[config.mk]
export PLATFORM = sky130hd
export DESIGN_NAME = icache_dm
export DESIGN_NICKNAME = d
export VERILOG_FILES = /design/src/rtl/icache_dm.sv
export SDC_FILE = /design/constraint.sdc
export NUM_CORES = 2
export LEC_CHECK = 0
export CAP_MARGIN = 30
export CORE_UTILIZATION = 50
export CTS_BUF_LIST = sky130_fd_sc_hd__clkbuf_4 sky130_fd_sc_hd__clkbuf_8 sky130_fd_sc_hd__clkbuf_16
export DETAILED_ROUTE_END_ITERATION = 10
export PLACE_DENSITY = 0.66
export SLEW_MARGIN = 15
export SYNTH_ARGS = -nofsm -noshare
export SYNTH_HDL_FRONTEND = slang
export SYNTH_SLANG_ARGS = --single-unit
[constraint.sdc]
create_clock -name aclk -period 14 [get_ports aclk]
set_input_delay 2.8 -clock aclk [delete_from_list [all_inputs] [get_ports aclk]]
set_output_delay 2.8 -clock aclk [all_outputs]
set_load 0.01 [all_outputs]
[src/rtl/icache_dm.sv]
`default_nettype none
// ============================================================================
// Module      : icache_dm
// Description : Direct-mapped, one-word-per-line instruction cache between an
//               sram-like CPU port and an AXI bridge. Optional read hit/miss
//               counters are enabled by defining ICACHE_PERF_CNT_EN.
// Revision    : 1.0 - initial release
// ============================================================================
module icache_dm #(
    parameter int INDEX_WIDTH = 6
) (
    input  logic        aclk,
    input  logic        aresetn,

    input  logic        cpu_inst_req,
    input  logic        cpu_inst_wr,
    input  logic [1:0]  cpu_inst_size,
    input  logic [31:0] cpu_inst_addr,
    input  logic [31:0] cpu_inst_wdata,
    output logic [31:0] cpu_inst_rdata,
    output logic        cpu_inst_addr_ok,
    output logic        cpu_inst_data_ok,

    output logic        cache_inst_req,
    output logic        cache_inst_wr,
    output logic [1:0]  cache_inst_size,
    output logic [31:0] cache_inst_addr,
    output logic [31:0] cache_inst_wdata,
    input  logic [31:0] cache_inst_rdata,
    input  logic        cache_inst_addr_ok,
    input  logic        cache_inst_data_ok,

    output logic [31:0] hit_cnt,
    output logic [31:0] miss_cnt
);

    localparam int LINES     = 1 << INDEX_WIDTH;
    localparam int TAG_WIDTH = 30 - INDEX_WIDTH;

    typedef enum logic [1:0] {
        IDLE   = 2'd0,
        LOOKUP = 2'd1,
        MISS   = 2'd2,
        REFILL = 2'd3
    } state_t;

    state_t                 r_state;
    logic [31:0]            r_addr;
    logic                   r_wr;
    logic [1:0]             r_size;
    logic [31:0]            r_wdata;
    logic [LINES-1:0]       r_valid;
    logic [TAG_WIDTH-1:0]   r_tag_arr  [LINES];
    logic [31:0]            r_data_arr [LINES];

    logic [INDEX_WIDTH-1:0] w_index;
    logic [TAG_WIDTH-1:0]   w_tag;
    logic                   w_hit;
    logic                   w_read_hit;
    logic                   w_read_miss;
    logic                   w_refill_done;

    // Lookup always uses the captured address, never the live CPU inputs.
    assign w_index       = r_addr[INDEX_WIDTH+1:2];
    assign w_tag         = r_addr[31:INDEX_WIDTH+2];
    assign w_hit         = r_valid[w_index] && (r_tag_arr[w_index] == w_tag);
    assign w_read_hit    = (r_state == LOOKUP) && !r_wr && w_hit;
    assign w_read_miss   = (r_state == LOOKUP) && !r_wr && !w_hit;
    assign w_refill_done = (r_state == REFILL) && cache_inst_data_ok;

    always_ff @(posedge aclk or negedge aresetn) begin
        if (!aresetn) begin
            r_state <= IDLE;
            r_addr  <= '0;
            r_wr    <= 1'b0;
            r_size  <= '0;
            r_wdata <= '0;
            r_valid <= '0;
        end else begin
            case (r_state)
                IDLE: begin
                    if (cpu_inst_req) begin
                        r_addr  <= cpu_inst_addr;
                        r_wr    <= cpu_inst_wr;
                        r_size  <= cpu_inst_size;
                        r_wdata <= cpu_inst_wdata;
                        r_state <= LOOKUP;
                    end
                end
                LOOKUP: begin
                    if (w_read_hit) begin
                        r_state <= IDLE;
                    end else begin
                        // Writes bypass the cache; drop any stale copy of the word.
                        if (r_wr && w_hit) begin
                            r_valid[w_index] <= 1'b0;
                        end
                        r_state <= MISS;
                    end
                end
                MISS: begin
                    if (cache_inst_addr_ok) begin
                        r_state <= REFILL;
                    end
                end
                REFILL: begin
                    if (cache_inst_data_ok) begin
                        if (!r_wr) begin
                            r_valid[w_index] <= 1'b1;
                        end
                        r_state <= IDLE;
                    end
                end
                default: r_state <= IDLE;
            endcase
        end
    end

    // Tag/data storage needs no reset: the valid bits gate every use.
    always_ff @(posedge aclk) begin
        if (w_refill_done && !r_wr) begin
            r_tag_arr[w_index]  <= w_tag;
            r_data_arr[w_index] <= cache_inst_rdata;
        end
    end

    assign cpu_inst_addr_ok = (r_state == IDLE);
    assign cpu_inst_data_ok = w_read_hit || w_refill_done;
    assign cpu_inst_rdata   = w_refill_done ? cache_inst_rdata :
                              w_read_hit    ? r_data_arr[w_index] : 32'd0;

    assign cache_inst_req   = (r_state == MISS);
    assign cache_inst_wr    = r_wr;
    assign cache_inst_size  = r_size;
    assign cache_inst_addr  = r_addr;
    assign cache_inst_wdata = r_wdata;

`ifdef ICACHE_PERF_CNT_EN
    logic [31:0] r_hit_cnt;
    logic [31:0] r_miss_cnt;

    always_ff @(posedge aclk or negedge aresetn) begin
        if (!aresetn) begin
            r_hit_cnt  <= '0;
            r_miss_cnt <= '0;
        end else begin
            if (w_read_hit) begin
                r_hit_cnt <= r_hit_cnt + 32'd1;
            end
            if (w_read_miss) begin
                r_miss_cnt <= r_miss_cnt + 32'd1;
            end
        end
    end

    assign hit_cnt  = r_hit_cnt;
    assign miss_cnt = r_miss_cnt;
`else
    assign hit_cnt  = 32'd0;
    assign miss_cnt = 32'd0;
`endif

endmodule
`default_nettype wire

==> reports/results.tsv <==
metric	value	unit
Syn Inst Count	7422	
CP Launch Type	register	
area leader, netlist	edfxtp_1	
Chip Width	531.0	um
WL/cell	41.60	um
critical path arrival	7.90	ns
Min-Delay Path Class	register to register	
largest net degree at the start of global routing	109	
Setup crit start	cache_inst_addr[6]$_DFFE_PN0P_	
Worst-Skew Late Latency	0.98	ns
CP required	11.20	ns
initial core utilization	0.5042	
synthesized area	139900	um2
P&R area growth vs syn	14.35	%
Final #Nets	7956	
Synth Warn #	0	
FP Rows	193	
Top FF cell, synth	edfxtp_1	
first-pass GRT wire length	664400	um
I/O pin cnt	270	
P_leak	50.37	nW
Num CTS Buffers	375	
DRC Markers	0	
synth top area cells	edfxtp_1 77%, mux4_2 4.5%, o22ai_1 3.5%	
DR vias	85800	
setup violators final	0	
layout cells sized above 1	0.1970	
vias in the first global route	80680	
Worst slew margin	0.2199	
Post-synth EDFFs	3584	
Die Height	531.0	um
synthesis-stage register bit count	3717	
I/O Buffers	205	
area fraction of the dominant cell type after synthesis	0.7693	
initial antenna violation count	38	
Post-CTS Setup Bufs	0	
clock slew at reported path FFs	0.06	ns
run status	finished, final reports clean	
Core ar.	277500	um2
# resized after CTS	0	
Hold Path Origin	cache_inst_wdata[6]$_DFFE_PN0P_	
slew at the pin with the worst max-slew slack	1.165	ns
max_cap viols	0	
syn_area_per_cell	18.85	um2
peak supply drop	0.2060	mV
Starting DRT DRC Count	16640	
CTS Hold Bufs	0	
Pwr Density	206.5	nW/um2
Critical Path Fanout Max	34	
Power Total	0.03304	W
Tcrit/Tclk final	0.7639	
crit end category	output pin	
post-synthesis sequential area ratio	0.7931	
post-synth cell types	80	
max-slew violations	0	
Root Buffer	clkbuf_16	
DIE AREA	281900	um2
global route overflow	0	
drt via density	7.223	
Final Wtd Congestion	0.8863	
RSZ-0062 raised after global routing	no	
crit path time final	10.70	ns
antenna-violating nets left	0	
H-tree depth	5	
Max clock buf depth	4	
Fmax achieved	93.50	MHz
total clock sinks	3717	
wirelength, routed	494100	um
Crit Path Class	register to output pin	
ys async rst share	0.03578	
CTS tree	done	
number of fill cells in the layout	20360	
synth cell count leaders	3,584 x edfxtp_1, 790 x o22ai_1, 282 x mux4_2	
Worst Skew	0.06571	ns
R2R Path Start	cache_inst_addr[6]$_DFFE_PN0P_	
Pre-antenna DRT Iters	8	
count leader, synth	edfxtp_1	
TNS Setup	0	ns
Final Hold Viols	0	
Post-DP HPWL	257900	um
GRT Overall Usage	0.3454	
==> placed cells by master, fill, tap and decap left out, drive strengths merged, types with 27 or more instances in the layout <==
master | netlist | layout
o211ai | 28 | 28
nand3 | 55 | 55
mux2 | 213 | 213
o22a | 109 | 109
edfxtp | 3584 | 3584
clkbuf | 271 | 468
nor4 | 110 | 110
a21oi | 118 | 118
mux4 | 282 | 282
buf | 285 | 374
a221oi | 92 | 92
conb | 1 | 64
clkinv | 1 | 160
nor2 | 167 | 167
dfrtp | 133 | 133
a22oi | 122 | 122
o21ai | 134 | 134
nand2 | 226 | 226
nor3 | 75 | 75
mux2i | 207 | 207
o22ai | 790 | 790
diode | 0 | 27
clkdlybuf4s50 | 0 | 172
o221ai | 145 | 145
==> flip-flops by register name (all words and copies together) (netlist names), named ones only <==
register / flops
r_tag_arr: 1536
cache_inst_wdata: 32
cache_inst_wr: 1
cache_inst_addr: 32
r_data_arr: 2048
cache_inst_size: 2
r_state: 1
==> stage by stage <==
| stage | hold WS, ns | instances | area (um2) | setup WS (ns) | utilization |
|---|---|---|---|---|---|
| floorplan | 0.4696 | 7485 | 140100 | 7.382 | - |
| global placement | 0.4831 | 11140 | 147100 | 4.554 | 0.5301 |
| detailed placement | 0.4934 | 11170 | 147800 | 4.447 | 0.5328 |
| CTS | 0.5063 | 11840 | 159700 | 3.500 | 0.5757 |
| global route | 0.5159 | 11860 | 159900 | 3.231 | 0.5764 |
| finish | 0.5044 | 11880 | 160000 | 3.305 | 0.5766 |
==> per-layer routing <==
metal / vias up / routed length, um / global-route usage
li1: 31830 / - / -
met1: 43980 / 169800 / 0.4698
met2: 8295 / 216800 / 0.5102
met3: 1677 / 75750 / 0.09403
met4: 20 / 31600 / 0.1838
met5: - / 137 / 0
==> report_power, final <==
part	internal, W	leakage, nW	switching (W)
combinational	0.00308	10.5	0.00671
clock	0.00561	5.96	0.00423
sequential	0.0131	33.9	0.000312
==> final cells by class <==
class | instances | area (um2) | area share
diodes | 27 | 67.56 | 0.0004223
clock buffers | 468 | 10240 | 0.06401
clock inverters | 203 | 1663 | 0.01039
inverters | 10 | 45.04 | 0.0002816
multi-input cells | 3202 | 27020 | 0.1689
flip-flops and latches | 3717 | 111000 | 0.6939
well taps | 3705 | 4636 | 0.02898
repair buffers | 546 | 5308 | 0.03318
==> worst max-delay path: stages, from the launching register on <==
cell and delay (ns):
dfrtp_4 0.93, buf_4 0.56, or3b_4 0.53, buf_4 0.77
o211ai_1 0.19, nor4_1 0.77, xnor2_1 0.41, or4_1 0.59
nand4bb_1 0.17, or3_2 0.54, buf_4 0.39, o21ai_0 0.36
clkdlybuf4s50_1 0.59
==> cell families after synthesis <==
family	count (synthesis)	synth area share
AO/OA/AOI/OAI	1668	0.08196
XOR/XNOR	23	0.001440
buffers and inverters	566	0.02029
flip-flops	3717	0.7931
multiplexers	702	0.07735
other	1	0.00002680
AND/OR/NAND/NOR	745	0.02588
==> path summary, 6_finish.rpt <==
check / to / cells past startpoint / slack (ns)
max: cpu_inst_rdata[20] / 12 / 3.30
min: cache_inst_wdata[6]$_DFFE_PN0P_ / 1 / 0.50
max reg2reg: register / 11 / 7.51
min reg2reg: cache_inst_wdata[6]$_DFFE_PN0P_ / 1 / 0.50
max in group asynchronous: cache_inst_addr[3]$_DFFE_PN0P_ / 3 / 10.82
min in group asynchronous: cache_inst_wr$_DFFE_PN0P_ / 1 / 1.99
(Power assumes the default switching activity.)
